--- src/rtl/pool_wb_desc_gen.sv ---
// Write-back descriptor sequencer: walks the pooled output tile and pushes one
// descriptor per gathered vector. Optional stall counter: POOL_WB_DESC_STALL_CNT_EN.
//
// state   | meaning
// IDLE    | waiting for start; zero-work starts complete here
// RUN     | pushing descriptors while prog_full is low
// WAIT_WB | all descriptors pushed, waiting for the RTM writer to finish
module pool_wb_desc_gen #(
  parameter int ADDR_W = 14,
  parameter int CNT_W  = 16
) (
  input  logic              clk,
  input  logic              rstn,
  input  logic              start,
  input  logic [ADDR_W-1:0] base_addr,
  input  logic [ADDR_W-1:0] grp_stride,
  input  logic [CNT_W-1:0]  n_grp,
  input  logic [CNT_W-1:0]  n_slot,
  input  logic [CNT_W-1:0]  n_vec,
  input  logic              desc_fifo_prog_full,
  output logic              desc_fifo_wr_en,
  output logic [ADDR_W-1:0] desc_fifo_din_addr,
  output logic              desc_fifo_din_mask,
  output logic              desc_fifo_din_last,
  input  logic              wb_done_pulse,
  output logic              busy,
  output logic              done,
  output logic [31:0]       stall_cycles
);

  typedef enum logic [1:0] {IDLE, RUN, WAIT_WB} state_t;
  state_t state;

  logic [ADDR_W-1:0] base_q, stride_q, off_q;
  logic [CNT_W-1:0]  ngrp_q, nslot_q, nvec_q, v_q, g_q;

  logic              idle_s, zero_work, push_ok, v_end, d_mask, d_last;
  logic [ADDR_W-1:0] c_base, c_stride, c_off, d_addr;
  logic [CNT_W-1:0]  c_ngrp, c_nslot, c_nvec, c_v, c_g;

  // In IDLE the first descriptor is built straight from the start inputs so it
  // can be pushed on the cycle after start.
  always_comb begin
    idle_s    = (state == IDLE);
    zero_work = (n_grp == '0) || (n_slot == '0);
    c_base    = idle_s ? base_addr  : base_q;
    c_stride  = idle_s ? grp_stride : stride_q;
    c_ngrp    = idle_s ? n_grp      : ngrp_q;
    c_nslot   = idle_s ? n_slot     : nslot_q;
    c_nvec    = idle_s ? n_vec      : nvec_q;
    c_v       = idle_s ? '0 : v_q;
    c_g       = idle_s ? '0 : g_q;
    c_off     = idle_s ? '0 : off_q;
    d_addr    = c_base + c_off + c_v[ADDR_W-1:0];
    d_mask    = (c_v >= c_nvec);
    v_end     = (c_v == c_nslot - CNT_W'(1));
    d_last    = v_end && (c_g == c_ngrp - CNT_W'(1));
    push_ok   = !desc_fifo_prog_full &&
                ((state == RUN) || (idle_s && start && !zero_work));
  end

  always_ff @(posedge clk or negedge rstn) begin
    if (!rstn) begin
      state              <= IDLE;
      base_q             <= '0;
      stride_q           <= '0;
      off_q              <= '0;
      ngrp_q             <= '0;
      nslot_q            <= '0;
      nvec_q             <= '0;
      v_q                <= '0;
      g_q                <= '0;
      desc_fifo_wr_en    <= 1'b0;
      desc_fifo_din_addr <= '0;
      desc_fifo_din_mask <= 1'b0;
      desc_fifo_din_last <= 1'b0;
      busy               <= 1'b0;
      done               <= 1'b0;
    end else begin
      desc_fifo_wr_en <= 1'b0;
      done            <= 1'b0;

      case (state)
        IDLE: begin
          if (start) begin
            base_q   <= base_addr;
            stride_q <= grp_stride;
            ngrp_q   <= n_grp;
            nslot_q  <= n_slot;
            nvec_q   <= n_vec;
            v_q      <= '0;
            g_q      <= '0;
            off_q    <= '0;
            if (zero_work) begin
              done <= 1'b1;
            end else begin
              busy  <= 1'b1;
              state <= (push_ok && d_last) ? WAIT_WB : RUN;
            end
          end
        end
        RUN: begin
          if (push_ok && d_last) state <= WAIT_WB;
        end
        WAIT_WB: begin
          if (wb_done_pulse) begin
            done  <= 1'b1;
            busy  <= 1'b0;
            state <= IDLE;
          end
        end
        default: state <= IDLE;
      endcase

      // Group offset is a running sum of the stride, so no multiplier is needed.
      if (push_ok) begin
        desc_fifo_wr_en    <= 1'b1;
        desc_fifo_din_addr <= d_addr;
        desc_fifo_din_mask <= d_mask;
        desc_fifo_din_last <= d_last;
        if (v_end) begin
          v_q   <= '0;
          g_q   <= c_g + CNT_W'(1);
          off_q <= c_off + c_stride;
        end else begin
          v_q   <= c_v + CNT_W'(1);
          g_q   <= c_g;
          off_q <= c_off;
        end
      end
    end
  end

`ifdef POOL_WB_DESC_STALL_CNT_EN
  logic [31:0] stall_q;

  always_ff @(posedge clk or negedge rstn) begin
    if (!rstn) begin
      stall_q <= '0;
    end else if (idle_s && start) begin
      stall_q <= '0;
    end else if ((state == RUN) && desc_fifo_prog_full && (stall_q != '1)) begin
      stall_q <= stall_q + 32'd1;
    end
  end

  assign stall_cycles = stall_q;
`else
  assign stall_cycles = '0;
`endif

endmodule

--- config.mk ---
export PLATFORM = sky130hd
export DESIGN_NAME = pool_wb_desc_gen
export DESIGN_NICKNAME = d
export VERILOG_FILES = /design/src/rtl/pool_wb_desc_gen.sv
export SDC_FILE = /design/constraint.sdc
export NUM_CORES = 1
export LEC_CHECK = 0
export CAP_MARGIN = 20
export CORE_MARGIN = 8
export CORE_UTILIZATION = 23
export DETAILED_ROUTE_END_ITERATION = 7
export DONT_BUFFER_PORTS = 1
export HOLD_SLACK_MARGIN = 0.1
export PLACE_DENSITY_LB_ADDON = 0.08
export SKIP_LAST_GASP = 1
export SLEW_MARGIN = 40
export SYNTH_ARGS = -nofsm -noshare
export SYNTH_HDL_FRONTEND = slang
export SYNTH_SLANG_ARGS = --single-unit
--- constraint.sdc ---
create_clock -name clk -period 10.8 [get_ports clk]
set_clock_uncertainty 0.15 [all_clocks]
set_input_delay 1.62 -clock clk [delete_from_list [all_inputs] [get_ports clk]]
set_output_delay 1.62 -clock clk [all_outputs]
set_load 0.005 [all_outputs]
==> results.json <==
{
  "tightestPinTransition_ps": 771,
  "cp.arrival_ps": 5310,
  "ff2ff_setup_slack_ps": 5660,
  "area_growth_pct": 10.9,
  "final_area_sq_mm": 0.0115,
  "cellPowerDensity_mw_per_mm2": 136,
  "cts.sink_count": 143,
  "fin_ws_ps": 5660,
  "pre_cts_ws_ps": 5660,
  "antenna_found_initial": 0,
  "place_hpwl_microns": 27200,
  "first_iter_violations": 612,
  "setup_viol": 0,
  "post_drt_wl_per_cell_microns": 19.9,
  "rsz0062_at_grt": "no",
  "path_cells": "buf_4 > or2_4 > buf_4 > mux2i_1 > fa_1 > inv_1 > ha_1 > inv_1 > fa_1 > nor2b_1 > o21ai_0 > nand2b_1 > a21o_1 > a31oi_1 > o221ai_1 > o41ai_1 > xnor2_1 > o21ai_0",
  "vias_per_cell": 4.62,
  "crit_fanout": 53,
  "use_met3": 0.0375,
  "switchingPower_w": 0.000467,
  "start_util": 0.234,
  "end_kind": "flip-flop",
  "synth_most_common_cell": "nand2_1",
  "synth_top_area_cell": "dfrtp_1",
  "cts_root_buf": "clkbuf_16",
  "grt_max_degree": 144,
  "p_int_w": 0.00110,
  "fp.coreArea_sq_mm": 0.0443,
  "use_met1": 0.187,
  "place_congestion": 0.774,
  "drt-pass1-iter-count": 7,
  "io_pins": 132,
  "num-nets-final": 1391,
  "routed_wl_microns": 36900,
  "hold_viol_final": 0,
  "synthFlopType": "dfrtp_1",
  "cts_tree": "done",
  "use_met2": 0.230,
  "place_area_sq_mm": 0.0108,
  "grt_usage": 0.142,
  "fmaxAchievable_mhz": 195,
  "ant_nets": 0,
  "synth_commonest_cells": "366 x nand2_1, 143 x dfrtp_1, 62 x o21ai_0",
  "cts_made_buffers": 17,
  "report.final.slew_viol_count": 0,
  "synth-async-reset-ratio": 1.00,
  "grt-busiest-layer": "met2",
  "globalRouteOverflowTotal": 0,
  "syn_inst": 1277,
  "ys_warn_count": 0,
  "vdd_drop_max_v": 0.0000668,
  "status": "finished, final reports clean",
  "drive_gt1_frac": 0.0562,
  "critical_path_class": "reg -> reg",
  "ys_seq_elements": 143,
  "switching_share": 0.298,
  "cts_hold_buf": 0,
  "portBuffers": 0,
  "synthTopCellsByArea": "dfrtp_1 35%, nand2_1 13%, ha_1 5.4%, mux2i_1 4.0%, xnor2_1 3.6%",
  "clkPwrFrac": 0.434,
  "multi_input_area_sq_mm": 0.00623,
  "antennaDiodeCount": 0,
  "grt_pass1_vias": 8711,
  "die_area_sq_mm": 0.0521,
  "clk_latency_ps": 460,
  "leakagePower_nw": 5.61,
  "core.rowCount": 77,
  "seqCellArea_sq_mm": 0.00358,
  "p_seq_frac": 0.396,
  "cts_resized": 0,
  "max_stage_delay_ps": 710,
  "vias": 8563,
  "fp.dieH_microns": 228,
  "fin_crit_sh": 0.476,
  "nFillCells": 4903,
  "drcViolationCount": 0,
  "die_x_microns": 228,
  "synth_edf_count": 0,
  "grt_pass1_wl_microns": 57000,
  "startpoint_type": "flip-flop",
  "ys_seq_area_frac": 0.345,
  "whs_ps": 324,
  "path_clk_slew_ps": 70,
  "ys_types": 74,
  "cp.required_ps": 10970,
  "cap_violations": 0,
  "period_needed_ps": 5140,
  "synth_top_area_frac": 0.345,
  "cp_slowest_cell": "or2_4",
  "hold_class": "reg -> reg",
  "avgSynthCellArea_sq_um": 8.12,
  "syn_area_sq_mm": 0.0104,
  "cts_max_level": 4,
  "tns_ps": 0,
  "power_frac_comb": 0.170,
  "slew_headroom": 0.486,
  "post-cts-setup-buffers": 0,
  "cts.path.max_buffers": 2
}
==> final timing paths <==
kind | start | to | depth (start not counted)
max | state[1]$_DFFE_PN0P_ | desc_fifo_din_addr[13]$_DFFE_PN0P_ | 18
min | base_q[12]$_DFFE_PN0P_ | base_q[12]$_DFFE_PN0P_ | 2
max reg2reg | state[1]$_DFFE_PN0P_ | desc_fifo_din_addr[13]$_DFFE_PN0P_ | 18
min reg2reg | base_q[12]$_DFFE_PN0P_ | base_q[12]$_DFFE_PN0P_ | 2
max in group asynchronous | rstn | off_q[5]$_DFFE_PN0P_ | 0
min in group asynchronous | rstn | ngrp_q[3]$_DFFE_PN0P_ | 0
==> through the flow <==
step                      power (W)  utilization  std cells
after detailed placement   0.000901        0.245       1823
after global placement     0.000905        0.245       1823
final                       0.00157        0.259       1855
after global routing        0.00166        0.259       1855
after floorplan            0.000824            -       1308
after CTS                   0.00160        0.259       1855
==> cells by family after synthesis <==
| kind of cell | Yosys count | share of synthesized area |
|---|---|---|
| buffers and inverters | 144 | 0.0681 |
| AO/OA/AOI/OAI | 244 | 0.154 |
| flip-flops | 143 | 0.345 |
| adder cells (fa/ha/maj) | 60 | 0.0833 |
| XOR/XNOR | 71 | 0.0600 |
| AND/OR/NAND/NOR | 572 | 0.248 |
| multiplexers | 42 | 0.0407 |
| other | 1 | 0.000362 |
==> layout make-up <==
cell class              count  share of cell area
flip-flops and latches    143               0.311
inverters                  57              0.0186
clock inverters            14              0.0185
well taps                 592              0.0644
repair buffers             10             0.00686
clock buffers              18              0.0382
multi-input cells        1021               0.542
==> routing by layer <==
| layer | vias up | part of all wire | wire (microns) |
|---|---|---|---|
| met3 | 25 | 0.046 | 1690 |
| met5 | - | 0 | 0 |
| met4 | 0 | 0.014 | 531 |
| li1 | 4284 | - | - |
| met1 | 4111 | 0.47 | 17500 |
| met2 | 143 | 0.47 | 17200 |
==> power by group through the flow <==
stage | Sequential (W) | Combinational (W) | Clock, W
5_1_grt | 0.000628 | 0.000306 | 0.000726
2_1_floorplan | 0.000612 | 0.000211 | 0
4_1_cts | 0.000623 | 0.000272 | 0.000706
6_report | 0.000621 | 0.000267 | 0.000680
3_3_place_gp | 0.000634 | 0.000271 | 0
3_5_place_dp | 0.000633 | 0.000269 | 0
==> worst max-delay path: cells and delay by family (launching register included) <==
family / cells / cell delay (ps)
AO/OA/AOI/OAI: 6 / 1180
buffers and inverters: 4 / 1100
adder cells (fa/ha/maj): 3 / 980
AND/OR/NAND/NOR: 3 / 890
flip-flops: 1 / 320
multiplexers: 1 / 200
XOR/XNOR: 1 / 160
==> cells in the final DEF, fill, tap and decap left out, types with 8 or more instances in the layout <==
| cell type | instances |
|---|---|
| nand2_1 | 364 |
| dfrtp_1 | 143 |
| o21ai_0 | 62 |
| inv_1 | 57 |
| a21oi_1 | 49 |
| nor2_1 | 45 |
| ha_1 | 45 |
| xnor2_1 | 43 |
| mux2i_1 | 41 |
| conb_1 | 32 |
| xor2_1 | 28 |
| nand3_1 | 26 |
| a31oi_1 | 22 |
| nor3_1 | 19 |
| clkbuf_16 | 17 |
| or3_1 | 15 |
| a21o_1 | 15 |
| fa_1 | 15 |
| and3_1 | 14 |
| a22o_1 | 13 |
| and2_1 | 12 |
| nand4_1 | 11 |
| o31ai_1 | 10 |
| nor4_1 | 9 |
| buf_4 | 9 |
| nand2b_1 | 8 |
==> state kept, by name (all words and copies together), names as in the netlist, 2 cells and up <==
register and count:
base_q 14, desc_fifo_din_addr 14, g_q 16, ngrp_q 16, nslot_q 16, nvec_q 16
off_q 14, state 2, stride_q 14, v_q 16
Power figures use the tool's default switching activity.
